===== config.mk =====
export PLATFORM = sky130hd
export DESIGN_NAME = pattern_detector
export DESIGN_NICKNAME = d
export VERILOG_FILES = /design/src/rtl/pattern_detector_pkg.sv /design/src/rtl/pattern_detector_sat_counter.sv /design/src/rtl/pattern_detector.sv
export SDC_FILE = /design/constraint.sdc
export NUM_CORES = 1
export LEC_CHECK = 0
export ABC_AREA = 0
export CAP_MARGIN = 20
export CORE_ASPECT_RATIO = 0.75
export CORE_UTILIZATION = 44
export DETAILED_ROUTE_END_ITERATION = 16
export HOLD_SLACK_MARGIN = 0.06
export PLACE_DENSITY = 0.66
export SLEW_MARGIN = 15
export SYNTH_ARGS = -nofsm -noshare
export SYNTH_HDL_FRONTEND = slang
export SYNTH_SLANG_ARGS = --single-unit

===== constraint.sdc =====
create_clock -name clock -period 3.1 [get_ports clock]
set_input_delay 0.465 -clock clock [delete_from_list [all_inputs] [get_ports clock]]
set_output_delay 0.465 -clock clock [all_outputs]
set_load 0.03 [all_outputs]

===== src/rtl/pattern_detector_pkg.sv =====
// Shared definitions for the serial pattern detector: FSM state encodings
// and the helper that clamps a requested pattern length into the legal range.
package pattern_detector_pkg;

    typedef enum logic [1:0] {
        IDLE  = 2'b00,
        FILL  = 2'b01,
        ARMED = 2'b10
    } state_t;

    // A zero length is treated as one bit; anything above the maximum is
    // trimmed to the maximum supported pattern length.
    function automatic logic [31:0] clamp_len(input logic [31:0] len,
                                              input logic [31:0] max_len);
        if (len == 32'd0) begin
            return 32'd1;
        end else if (len > max_len) begin
            return max_len;
        end else begin
            return len;
        end
    endfunction

endpackage


===== src/rtl/pattern_detector_sat_counter.sv =====
// Saturating up-counter: increments on inc, sticks at all-ones, clears on clr.
module sat_counter #(
    parameter int WIDTH = 8
) (
    input  logic             clock,
    input  logic             resetn,
    input  logic             clr,
    input  logic             inc,
    output logic [WIDTH-1:0] count
);

    // Count register with synchronous active-low reset and clear priority.
    always_ff @(posedge clock) begin
        if (!resetn) begin
            count <= '0;
        end else if (clr) begin
            count <= '0;
        end else if (inc && (count != '1)) begin
            count <= count + WIDTH'(1);
        end
    end

endmodule


===== src/rtl/pattern_detector.sv =====
// Serial pattern detector with a run-time loadable pattern, length and
// overlap mode. Produces a registered one-cycle match pulse and a
// saturating match count.
module pattern_detector
    import pattern_detector_pkg::*;
#(
    parameter int  MAX_LEN = 8,
    parameter int  CNT_W   = 8,
    localparam int LEN_W   = $clog2(MAX_LEN + 1)
) (
    input  logic               clock,
    input  logic               resetn,
    input  logic               w,
    input  logic               enable,
    input  logic               cfg_load,
    input  logic [MAX_LEN-1:0] cfg_pattern,
    input  logic [LEN_W-1:0]   cfg_len,
    input  logic               cfg_overlap,
    output logic               z,
    output logic [CNT_W-1:0]   match_count,
    output logic [1:0]         state
);

    state_t             state_reg, state_next;
    logic [MAX_LEN-1:0] pattern_reg;
    logic [LEN_W-1:0]   len_reg;
    logic               overlap_reg;
    logic [MAX_LEN-1:0] history_reg, history_next;
    logic [LEN_W-1:0]   fill_reg, fill_next;
    logic               z_reg;

    logic [MAX_LEN-1:0] len_mask;
    logic [MAX_LEN-1:0] hist_shift;
    logic [LEN_W-1:0]   fill_inc;
    logic               sample;
    logic               hit;

    // Only the low len bits of history and pattern take part in the compare.
    for (genvar gi = 0; gi < MAX_LEN; gi++) begin : g_mask
        assign len_mask[gi] = (gi < int'(len_reg));
    end

    // State register.
    always_ff @(posedge clock) begin
        if (!resetn) begin
            state_reg <= IDLE;
        end else begin
            state_reg <= state_next;
        end
    end

    // Next-state logic: load always restarts filling, enabled samples settle
    // in ARMED once the window is full, the unused code falls back to IDLE.
    always_comb begin
        state_next = state_reg;
        case (state_reg)
            IDLE: begin
                if (cfg_load) state_next = FILL;
            end
            FILL, ARMED: begin
                if (cfg_load) begin
                    state_next = FILL;
                end else if (sample) begin
                    state_next = (fill_next == len_reg) ? ARMED : FILL;
                end
            end
            default: state_next = IDLE;
        endcase
    end

    // Shift/fill datapath and match detection for the current edge.
    always_comb begin
        sample       = enable && !cfg_load && ((state_reg == FILL) || (state_reg == ARMED));
        hist_shift   = (history_reg << 1) | MAX_LEN'(w);
        fill_inc     = (fill_reg < len_reg) ? (fill_reg + LEN_W'(1)) : fill_reg;
        hit          = sample && (fill_inc == len_reg)
                       && (((hist_shift ^ pattern_reg) & len_mask) == '0);
        history_next = history_reg;
        fill_next    = fill_reg;
        if (sample) begin
            history_next = hist_shift;
            fill_next    = (hit && !overlap_reg) ? '0 : fill_inc;
        end
    end

    // Configuration, history, fill and registered match pulse.
    always_ff @(posedge clock) begin
        if (!resetn) begin
            pattern_reg <= '0;
            len_reg     <= LEN_W'(MAX_LEN);
            overlap_reg <= 1'b1;
            history_reg <= '0;
            fill_reg    <= '0;
            z_reg       <= 1'b0;
        end else if (cfg_load) begin
            pattern_reg <= cfg_pattern;
            len_reg     <= LEN_W'(clamp_len(32'(cfg_len), 32'(MAX_LEN)));
            overlap_reg <= cfg_overlap;
            history_reg <= '0;
            fill_reg    <= '0;
            z_reg       <= 1'b0;
        end else begin
            history_reg <= history_next;
            fill_reg    <= fill_next;
            z_reg       <= hit;
        end
    end

    // Output drive from registered state.
    always_comb begin
        state = state_reg;
        z     = z_reg;
    end

    sat_counter #(
        .WIDTH (CNT_W)
    ) u_count (
        .clock  (clock),
        .resetn (resetn),
        .clr    (cfg_load),
        .inc    (hit),
        .count  (match_count)
    );

endmodule

Yosys cells after proc, flatten, opt, wreduce, memory -nomap -nowiden
Index checks and enable logic that the tools add are counted.

storage, ports and cells
  flip-flop bits (word level) = 35
  input bits = 18
  output and inout port bits = 11
  word-level logic and storage cells = 56

cells by class
  $add $sub $neg = 2
  magnitude comparators = 10
  eq/ne operators = 7
  muxes and demuxes = 10
  bitwise gates (word level) = 4
  reduce and logical (&&, ||, !) cells = 15

operators by type and width
  cell                                                                         number
  4-bit 2-to-1 mux                                                             5
  3-bit by 4-bit less-than comparator with 1-bit output, first input constant  4
  8-bit by 1-bit adder with 8-bit output, second input constant                1
  8-bit AND                                                                    1
  4-bit == test                                                                2
  8-bit zero test                                                              1
  1-bit by 4-bit less-than comparator with 1-bit output, first input constant  2
  2-bit by 4-bit less-than comparator with 1-bit output, first input constant  2
  2-bit 2-to-1 mux                                                             4
  8-bit != test, second input constant                                         1
  8-bit by 1-bit OR with 8-bit output                                          1
  8-bit XOR                                                                    1
  1-bit logical AND                                                            6
  4-bit by 1-bit adder with 4-bit output, second input constant                1
  4-bit greater-than comparator, second input constant                         1
  4-bit zero test                                                              1
  4-bit less-than comparator                                                   1
  2-bit one-hot mux with 2 select lines                                        1
  2-bit OR reduction                                                           2
  3-bit != test, second input constant                                         1
  2-bit by 1-bit == test with 1-bit output, second input constant              1
  2-bit == test, second input constant                                         1
  1-bit zero test                                                              2
  2-bit zero test                                                              1
  other kinds (4)                                                              4

Depth between registers and ports, before layout
Gate-level depths: netlist (run 1).

  word-level depth = 13
  depth in mapped cells = 11
  gate-level depth less buffers = 9

By module
From an unflattened synthesis (run 1), not the netlist that was laid out.

second synthesis, totals
  cells, all modules = 246
  area, all modules = 2110.8 um^2

by module, submodules not included
  module            instances  cells an instance  area each (um^2)  sequential area each (um^2)
  pattern_detector  1          200                1689.1            540.5
  sat_counter       1          46                 421.7             160.2

Least setup slack after synthesis (run 1)
OpenSTA, ideal clock, no wires.

  path kind = flip-flop to flip-flop
  start point = reg state_reg[0], in the netlist state[0]
  end point = reg state_reg[1], in the netlist state[1]
  setup time = 0.116 ns
  arrival time = 2.292 ns
  data required time = 2.984 ns
  slack = 0.692 ns
  stages on the path, launching flop included = 11
  period minus slack after synthesis = 2.408 ns
  cell sequence = dfxtp_1 > inv_1 > ha_1 > and3b_1 > o21ai_0 > a211oi_1 > and4_1 > buf_6 > nand4_1 > a22o_1 > a41o_1

between the ends
  longest elaborated chain between the ends = 13

RTL lines
  what                                                                       RTL line                                        RTL
  start, declared                                                            pattern_detector.sv:24                          state_t state_reg, state_next;
  start signal, assigned                                                     pattern_detector.sv:48                          state_reg <= state_next;
  2-bit by 1-bit == test with 1-bit output or 2-bit == test (tied branches)  pattern_detector.sv:56, pattern_detector.sv:73
  1-bit logical OR                                                           pattern_detector.sv:73                          sample = enable && !cfg_load && ((state_reg == FILL) || (state_reg == ARMED));
  1-bit logical AND                                                          pattern_detector.sv:73
  1-bit logical AND                                                          pattern_detector.sv:76                          hit = sample && (fill_inc == len_reg)
  1-bit logical AND                                                          pattern_detector.sv:77                          && (((hist_shift ^ pattern_reg) & len_mask) == '0);
  1-bit logical AND                                                          pattern_detector.sv:82                          fill_next = (hit && !overlap_reg) ? '0 : fill_inc;
  4-bit 2-to-1 mux                                                           pattern_detector.sv:82
  4-bit 2-to-1 mux                                                           pattern_detector.sv:80                          if (sample) begin
  4-bit == test                                                              pattern_detector.sv:64                          state_next = (fill_next == len_reg) ? ARMED : FILL;
  2-bit 2-to-1 mux                                                           pattern_detector.sv:64
  2-bit 2-to-1 mux                                                           pattern_detector.sv:63                          end else if (sample) begin
  2-bit 2-to-1 mux                                                           pattern_detector.sv:61                          if (cfg_load) begin
  2-bit one-hot mux with 2 select lines                                      pattern_detector.sv:56                          case (state_reg)

Parallel ways exist; a longest one is shown, timed or not. The select of a mux whose other input is x is not followed.
A chain may end at the register's enable or synchronous reset.

Worst setup path after layout (run 1)
  start point = reg len_reg[3]
  end point = reg u_count.count[7]

between the ends
  longest elaborated chain between the ends = 6

RTL lines
  what                        RTL line                            RTL
  start, declared             pattern_detector.sv:26              logic [LEN_W-1:0] len_reg;
  start signal, assigned      pattern_detector.sv:90              len_reg <= LEN_W'(MAX_LEN);
  start signal, assigned      pattern_detector.sv:97              len_reg <= LEN_W'(clamp_len(32'(cfg_len), 32'(MAX_LEN)));
  4-bit less-than comparator  pattern_detector.sv:75              fill_inc = (fill_reg < len_reg) ? (fill_reg + LEN_W'(1)) : fill_reg;
  4-bit 2-to-1 mux            pattern_detector.sv:75
  4-bit == test               pattern_detector.sv:76
  1-bit logical AND           pattern_detector.sv:76
  1-bit logical AND *         pattern_detector.sv:77
  1-bit logical AND *         pattern_detector_sat_counter.sv:18  end else if (inc && (count != '1)) begin
  end signal, assigned        pattern_detector_sat_counter.sv:19  count <= count + WIDTH'(1);
  end, declared               pattern_detector_sat_counter.sv:9   output logic [WIDTH-1:0] count

Mark *: on every way between the ends. The rest lies on a longest branch, timed or not.

==> results_dict.tcl, run 1 <==
set metrics [dict create \
    yosysTopAreaCell "dfxtp_1" \
    dr_wl_met2_mm 1.74 \
    grt_max_degree 22 \
    grt_pass1_vias 1478 \
    r2r_slack_ns 0.36 \
    clockBufferDepth 2 \
    worst_r2r_path_depth 9 \
    fmax_mhz 365 \
    drv_cap 0 \
    chipWidth_microns 81.3 \
    synth_seq_cells 35 \
    drt-initial-drc-count 117 \
    diodes 0 \
    slew_headroom_pct 66.2 \
    finalSetupViolations 0 \
    synthTopCellsByCount "dfxtp_1 (35), nand2_1 (23), a21oi_1 (16), xnor2_1 (16), nor2_1 (14)" \
    path_clk_slew_ns 0.07 \
    worst_slack_ns 0.360 \
    clkLatencyLatePin_ns 0.28 \
    synth_fa_ha_area_share_pct 4.22 \
    top_layer "met4" \
    slew_viol_final 0 \
    vias 1771 \
    hold_viol 0 \
    antenna_found_initial 0 \
    dr.pass1.iters 4 \
    cts_tree "yes" \
    io_pins 29 \
    clock_skew_ns 0.00602 \
    cts-hold-fix-buffers 0 \
    synth_xor_area_share_pct 9.47 \
    status "completed" \
    required_ns 3.31 \
    yosysMostFrequentCell "dfxtp_1" \
    viasPerCell 5.40 \
    cts.sink_count 35 \
    yosysWarningCount 0 \
    synthCells 242 \
    drcViolationCount 0 \
    holdPathEnd "history_reg[6]$_SDFFE_PP0P_" \
    instances_no_fill 328 \
    overflow 0 \
    nets 295 \
    place_area_sq_um 2390 \
    postCtsSetupBuffers 0 \
    synth.area.mux_share_pct 4.35 \
    whs_path_depth 2 \
    syn_avg_cell_area_sq_um 8.57 \
    synthTopCellsByArea "dfxtp_1 (34%), xnor2_1 (6.8%), mux2i_1 (4.3%)" \
    period_needed_ns 2.74 \
    drtAntennaViolNets 0 \
    power_density_nw_per_um2 430 \
    dpl_worst_slack_ns 0.401 \
    post_drt_wl_per_cell_microns 12.8 \
    grtUsageTotal_pct 18.5 \
    dp.cells 320 \
    arrival_ns 2.95 \
    tns_ns 0 \
    core_sq_um 4490 \
    r2r_end "u_count.count[7]$_SDFFE_PP0P_" \
    async_flop_share_pct 0 \
    n_fill_cell 416 \
    layout-drive-gt1-share_pct 8.49 \
    htree_levels 2 \
    fin_crit_sh_pct 88.4 \
    rr_startpoint "len_reg[3]$_SDFFE_PN1P_" \
    cts_root_buf "clkbuf_8" \
    met1_length_mm 2.19 \
    synthesis.nets 267 \
    die_h_microns 61.4 \
    synth_top_area_share_pct 33.8 \
    synth_ff_type "dfxtp_1" \
    start_util_pct 46.1 \
    die_area_sq_um 4990 \
    rows 21 \
    rsz0062_at_grt "no" \
    synthSimpleGateAreaFrac_pct 27.4 \
    syn_area_sq_um 2070 \
    hold_path_class "flop to flop" \
    crit_path_start_kind "flop" \
    cts_resized 0 \
    synth_top_family_by_area "simple AND/OR/NAND/NOR gates" \
    area_delta_synth_final_pct 21.7 \
    setup.worst_path.end_class "flop" \
    cp_max_fo 9 \
    grt_pass1_wl_mm 6.90 \
    ys_seq_area_share_pct 33.8 \
    wirelength_mm 4.19 \
    yosysUniqueCellTypes 55 \
    dp_hpwl_mm 3.22 \
    fin_area_sq_um 2520 \
    tightestPinTransition_ns 0.505 \
    met3_length_microns 204 \
    hold_ws_ns 0.477 \
    place.gp.congestion 0.841 \
    p_leak_uw 0.000915 \
    criticalPathCategory "flop to flop" \
    synth-compound-area-share_pct 15.9 \
    portBuffers 28 \
    timing.hold.worst.start "history_reg[6]$_SDFFE_PP0P_" \
    cts_made_buffers 5 \
    synth_edf_count 0 \
    ir_drop_mv 0.314 \
]
[metrics by stage]
stage               power [uW]  util (%)
floorplan                  568         -
global placement           615      53.2
detailed placement         615      53.2
CTS                       1100      56.2
global route              1140      56.2
finish                    1090      56.2
[worst max-delay path, cell delays in order, from the launching register on]
cell	delay, ns
dfxtp_1	0.54
inv_2	0.14
ha_1	0.34
a21oi_2	0.25
nand4_1	0.18
xnor2_2	0.31
and3_1	0.30
nand4_4	0.14
or3_1	0.33
a21oi_1	0.14
[how the worst max path moves through the flow]
stage	startpoint	cells past startpoint	slack (ns)	endpoint
after global placement	len_reg[3]$_SDFFE_PN1P_	9	0.41	u_count.count[5]$_SDFFE_PP0P_
after detailed placement	len_reg[3]$_SDFFE_PN1P_	9	0.40	u_count.count[7]$_SDFFE_PP0P_
after CTS	len_reg[3]$_SDFFE_PN1P_	9	0.36	u_count.count[7]$_SDFFE_PP0P_
after global routing	len_reg[3]$_SDFFE_PN1P_	9	0.12	u_count.count[7]$_SDFFE_PP0P_
final	len_reg[3]$_SDFFE_PN1P_	9	0.36	u_count.count[7]$_SDFFE_PP0P_
after floorplan	state[0]$_SDFFE_PN0P_	10	0.69	state[1]$_SDFFE_PN0P_
[cells in the final DEF (no fill, tap or decap), types with 4 or more instances in the layout]
cell,n
dfxtp_1,35
clkdlybuf4s50_1,28
nand2_1,23
xnor2_1,16
a21oi_1,16
nor2_1,14
nor2b_1,12
nand3_1,12
mux2i_1,9
o21ai_0,7
and2_1,7
ha_1,7
inv_1,6
nand4_1,6
or3_1,5
clkbuf_8,5
buf_4,5
o21ai_1,4
and3_1,4
[metal layers]
| layer | track usage (%) | vias up |
|---|---|---|
| li1 | - | 918 |
| met5 | 0 | - |
| met1 | 26.3 | 805 |
| met2 | 27.1 | 42 |
| met3 | 5.19 | 6 |
| met4 | 5.36 | 0 |
[power breakdown]
part           internal, uW  switching, uW
Combinational          65.5           64.9
Clock                   321            159
Sequential              461           13.3
Total                   848            237
[cells by family (layout without fill, tap and decap cells)]
logic type	count (synthesis)	in the layout
and+or+nand+nor	100	100
buffers and inverters	20	49
DFF	35	35
AOI/OAI and AO/OA	51	51
xor gates and xnor gates	20	20
adders and majority gates	7	7
muxes	9	9
[layout make-up]
cell class | count | area [sq um] | share of cell area, %
Tap cell | 57 | 71.3 | 2.83
Clock inverter | 2 | 60.1 | 2.38
Clock buffer | 6 | 72.6 | 2.88
Multi-Input combinational cell | 187 | 1270 | 50.4
Inverter | 8 | 30.0 | 1.19
Timing Repair Buffer | 33 | 318 | 12.6
Sequential cell | 35 | 701 | 27.8
Note: power is estimated with default switching activity, not from simulation.
==> run 2, diff against run 1 <==
- CORE_UTILIZATION: 44 -> 54
- CTS_CLUSTER_DIAMETER: default -> 30
- PLACE_DENSITY: 0.66 -> 0.79
==> run 2 against run 1 <==
Compared with the run above:
- cell area fell by 0.25%
- clock power up 3%
- final cell count decreased by 1.5%
- sequential power about the same
- setup slack got worse by 0.022 ns
- non-clock buffer count unchanged
- combinational power is essentially flat
- via count rose by 0.79%
- routed wire length grew 4.5%
- flip-flop and latch count unchanged
- register-to-register slack worse by 0.02 ns
- highest routed layer unchanged
==> results_dict.tcl, run 2 (synthesis results as in run 1) <==
set metrics [dict create \
    portBuffers 28 \
    post_drt_wl_per_cell_microns 13.5 \
    p_sw_uw 250 \
    power_frac_seq_pct 43.2 \
    hold_path_class "flop to flop" \
    comb_power_share_pct 12.0 \
    cts-hold-fix-buffers 0 \
    p_int_uw 848 \
    rr_startpoint "len_reg[3]$_SDFFE_PN1P_" \
    cp_max_fo 9 \
    tns_ns 0 \
    drcViolationCount 0 \
    whs_path_depth 2 \
    r2r_end "u_count.count[7]$_SDFFE_PP0P_" \
    status "completed" \
    criticalPathCategory "flop to flop" \
    dr.pass1.iters 4 \
    antenna_found_initial 0 \
    drtAntennaViolNets 0 \
    die_h_microns 55.7 \
    final_cell_mix "dfxtp_1 (35), clkdlybuf4s50_1 (28), nand2_1 (23)" \
    worst_r2r_path_depth 9 \
    cts_root_buf "clkbuf_8" \
    layout_commonest_cell "dfxtp_1" \
    diodes 0 \
    chipWidth_microns 73.5 \
    cp_slowest_cell "dfxtp_1" \
    clockBufferDepth 2 \
    htree_levels 2 \
    viasPerCell 5.53 \
    die_area_sq_um 4090 \
    ir_drop_mv 0.327 \
    r2r_slack_ns 0.34 \
    cts_resized 0 \
    clockPowerShare_pct 44.8 \
    timing.hold.worst.start "history_reg[6]$_SDFFE_PP0P_" \
    clkLatencyLatePin_ns 0.29 \
    grt_pass1_vias 1585 \
    arrival_ns 2.97 \
    wirelength_mm 4.37 \
    power_density_nw_per_um2 436 \
    max_stage_delay_ns 0.56 \
    start_util_pct 56.6 \
    core_sq_um 3660 \
    crit_chain "inv_2 > ha_1 > a21oi_2 > nand4_1 > xnor2_2 > and3_1 > nand4_4 > or3_1 > a21oi_1" \
    hold_ws_ns 0.475 \
    required_ns 3.31 \
    clock_skew_ns 0.00687 \
    rows 19 \
    overflow 0 \
    fmax_mhz 362 \
    dp_hpwl_mm 3.22 \
    drt-initial-drc-count 114 \
    layout-drive-gt1-share_pct 8.49 \
    grt_pass1_wl_mm 7.40 \
    area_delta_synth_final_pct 21.4 \
    fin_crit_sh_pct 89.1 \
    nets 295 \
    swShare_pct 22.7 \
    vias 1785 \
    drv_cap 0 \
    slew_viol_final 0 \
    grtUsageTotal_pct 23.6 \
    cts.sink_count 35 \
    hold_viol 0 \
    setup.worst_path.end_class "flop" \
    place.gp.congestion 0.919 \
    holdPathEnd "history_reg[6]$_SDFFE_PP0P_" \
    finalSetupViolations 0 \
    crit_start "len_reg[3]$_SDFFE_PN1P_" \
    grt_max_degree 22 \
    crit_path_start_kind "flop" \
    cts_tree "yes" \
    total_power_uw 1100 \
    slew_headroom_pct 64.9 \
    cts_made_buffers 5 \
    postCtsSetupBuffers 0 \
    rsz0062_at_grt "no" \
    period_needed_ns 2.76 \
    io_pins 29 \
    tightestPinTransition_ns 0.527 \
    path_clk_slew_ns 0.07 \
    p_leak_uw 0.000915 \
]
-- run 2: power groups by stage --
| stage | Clock (uW) | Combinational [uW] | Sequential [uW] |
|---|---|---|---|
| final | 492 | 131 | 475 |
| after global routing | 515 | 144 | 477 |
| after CTS | 494 | 131 | 475 |
| after detailed placement | 0 | 130 | 485 |
| after global placement | 0 | 130 | 485 |
| after floorplan | 0 | 87.3 | 481 |
-- run 2: stage by stage --
stage	worst slack (ns)	instance area [sq um]	std cells	utilization (%)
finish	0.339	2520	323	68.8
CTS	0.357	2520	323	68.8
floorplan	0.692	2070	242	-
global route	0.157	2520	323	68.8
global placement	0.409	2380	315	65.1
detailed placement	0.383	2380	315	65.1
-- run 2: critical path: cells and delay by family, from the launching register on --
family	cells	cell delay, ns
AND/OR/NAND/NOR	4	0.97
flip-flops	1	0.56
AO/OA/AOI/OAI	2	0.38
adder cells (fa/ha/maj)	1	0.33
XOR/XNOR	1	0.32
buffers and inverters	1	0.12
-- run 2: layer usage --
metal	up-vias	global-route usage (%)	part of all wire, %
met3	9	5.98	5.4
met4	0	8.52	1.5
li1	915	-	-
met1	807	34.4	49
met5	-	0	0
met2	54	33.4	44
-- run 2: final cells by class --
class,count,area [sq um]
Clock buffer,6,72.6
Multi-Input combinational cell,187,1270
Tap cell,52,65.1
Clock inverter,2,60.1
Timing Repair Buffer,33,318
Sequential cell,35,701
Inverter,8,30.0
Fill cell,324,1140
-- run 2: worst max path at each step --
| stage | to | slack (ns) | depth (start not counted) |
|---|---|---|---|
| 2_1_floorplan | state[1]$_SDFFE_PN0P_ | 0.69 | 10 |
| 3_3_place_gp | u_count.count[4]$_SDFFE_PP0P_ | 0.41 | 9 |
| 3_5_place_dp | u_count.count[7]$_SDFFE_PP0P_ | 0.38 | 9 |
| 4_1_cts | u_count.count[7]$_SDFFE_PP0P_ | 0.36 | 9 |
| 5_1_grt | u_count.count[7]$_SDFFE_PP0P_ | 0.16 | 9 |
| 6_report | u_count.count[7]$_SDFFE_PP0P_ | 0.34 | 9 |
==> run 3, diff against run 2 <==
- REMOVE_ABC_BUFFERS: default -> 1
==> run 3 against run 2 <==
Compared with the run above:
- sequential share of layout area up 0.25 points
- global-route usage fell by 0.32 points
- clock power decreased by 13%
- cell area decreased by 0.89%
- fmax fell by 0.17%
- register-to-register slack is essentially flat
- first-iteration DRC count grew 22%
- setup slack got worse by 0.0047 ns
- largest cell class unchanged
==> results_dict.tcl, run 3 (synthesis results as in run 1) <==
set metrics [dict create \
    cts_made_buffers 5 \
    power_density_nw_per_um2 415 \
    rsz0062_at_grt "no" \
    drtAntennaViolNets 0 \
    layout-drive-gt1-share_pct 8.52 \
    finalSetupViolations 0 \
    slew_headroom_pct 63.6 \
    htree_levels 2 \
    dr.pass1.iters 4 \
    hold_viol 0 \
    io_pins 29 \
    cts_tree "yes" \
    grt_pass1_vias 1642 \
    clockBufferDepth 2 \
    grt_max_degree 22 \
    cp_max_fo 8 \
    antenna_found_initial 0 \
    fin_crit_sh_pct 89.2 \
    tightestPinTransition_ns 0.545 \
    overflow 0 \
    cts-hold-fix-buffers 0 \
    period_needed_ns 2.77 \
    cts.sink_count 35 \
    ir_drop_mv 0.295 \
    diodes 0 \
    hold_path_class "flop to flop" \
    final_cell_mix "dfxtp_1 (35), clkdlybuf4s50_1 (28), nand2_1 (23)" \
    vias 1775 \
    total_power_uw 1030 \
    layout_commonest_cell "dfxtp_1" \
    viasPerCell 5.51 \
    fmax_mhz 362 \
    p_leak_uw 0.000905 \
    cts_root_buf "clkbuf_8" \
    arrival_ns 2.96 \
    drcViolationCount 0 \
    clock_skew_ns 0.00378 \
    n_fill_cell 317 \
    nets 294 \
    die_h_microns 55.7 \
    criticalPathCategory "flop to flop" \
    rows 19 \
    dp_hpwl_mm 3.20 \
    drv_cap 0 \
    cts_resized 0 \
    die_area_sq_um 4090 \
    tns_ns 0 \
    grt_pass1_wl_mm 7.41 \
    required_ns 3.29 \
    grtUsageTotal_pct 23.3 \
    place.gp.congestion 0.874 \
    clkLatencyLatePin_ns 0.29 \
    crit_path_start_kind "flop" \
    portBuffers 28 \
    start_util_pct 56.6 \
    status "completed" \
    area_delta_synth_final_pct 20.3 \
    drt-initial-drc-count 139 \
    core_sq_um 3660 \
    chipWidth_microns 73.5 \
    wirelength_mm 4.37 \
    setup.worst_path.end_class "flop" \
    post_drt_wl_per_cell_microns 13.6 \
    path_clk_slew_ns 0.07 \
    slew_viol_final 0 \
    postCtsSetupBuffers 0 \
]
run 3: final cells by class:
class	instances	area (sq um)	area share (%)
tap	52	65.1	2.61
inverter	8	30.0	1.20
sequential	35	701	28.1
timing repair buffer	32	310	12.4
multi-input combinational	187	1270	51.0
clock inverter	2	35.0	1.40
clock buffer	6	82.6	3.31
run 3: layer usage:
metal	vias up	track usage [%]	part of all wire, %
li1	916	-	-
met1	811	33.1	50
met2	43	35.5	44
met3	5	4.89	4.9
met4	0	6.59	1.1
met5	-	0	0
run 3: report_power, final:
group | internal, uW | total, uW | switching (uW)
Combinational | 65.6 | 131 | 65.3
Clock | 260 | 429 | 169
Sequential | 461 | 475 | 14.0
Total | 787 | 1030 | 248
run 3: final timing paths:
kind | cells past startpoint | slack (ns) | startpoint | endpoint
setup reg to reg | 9 | 0.33 | len_reg[1]$_SDFFE_PN0P_ | state[1]$_SDFFE_PN0P_
setup / recovery | 9 | 0.33 | len_reg[1]$_SDFFE_PN0P_ | state[1]$_SDFFE_PN0P_
hold reg to reg | 2 | 0.48 | history_reg[6]$_SDFFE_PP0P_ | history_reg[6]$_SDFFE_PP0P_
hold / removal | 2 | 0.48 | history_reg[6]$_SDFFE_PP0P_ | history_reg[6]$_SDFFE_PP0P_
run 3: critical path: stages (launching register included):
cell,delay [ns]
dfxtp_1,0.53
inv_2,0.12
ha_1,0.32
o211ai_2,0.25
o211ai_1,0.16
xnor2_1,0.19
and4_1,0.40
nand4_1,0.20
a32o_1,0.28
a41o_1,0.22
run 3: stage by stage:
stage               cells  instance area (sq um)  hold slack [ns]  worst slack, ns  util, %
floorplan             230                   2000            0.442            0.463        -
CTS                   322                   2490            0.486            0.366     68.1
global placement      314                   2380            0.462            0.324     64.9
detailed placement    314                   2380            0.472            0.268     64.9
global route          322                   2490            0.503            0.137     68.1
finish                322                   2490            0.484            0.334     68.1
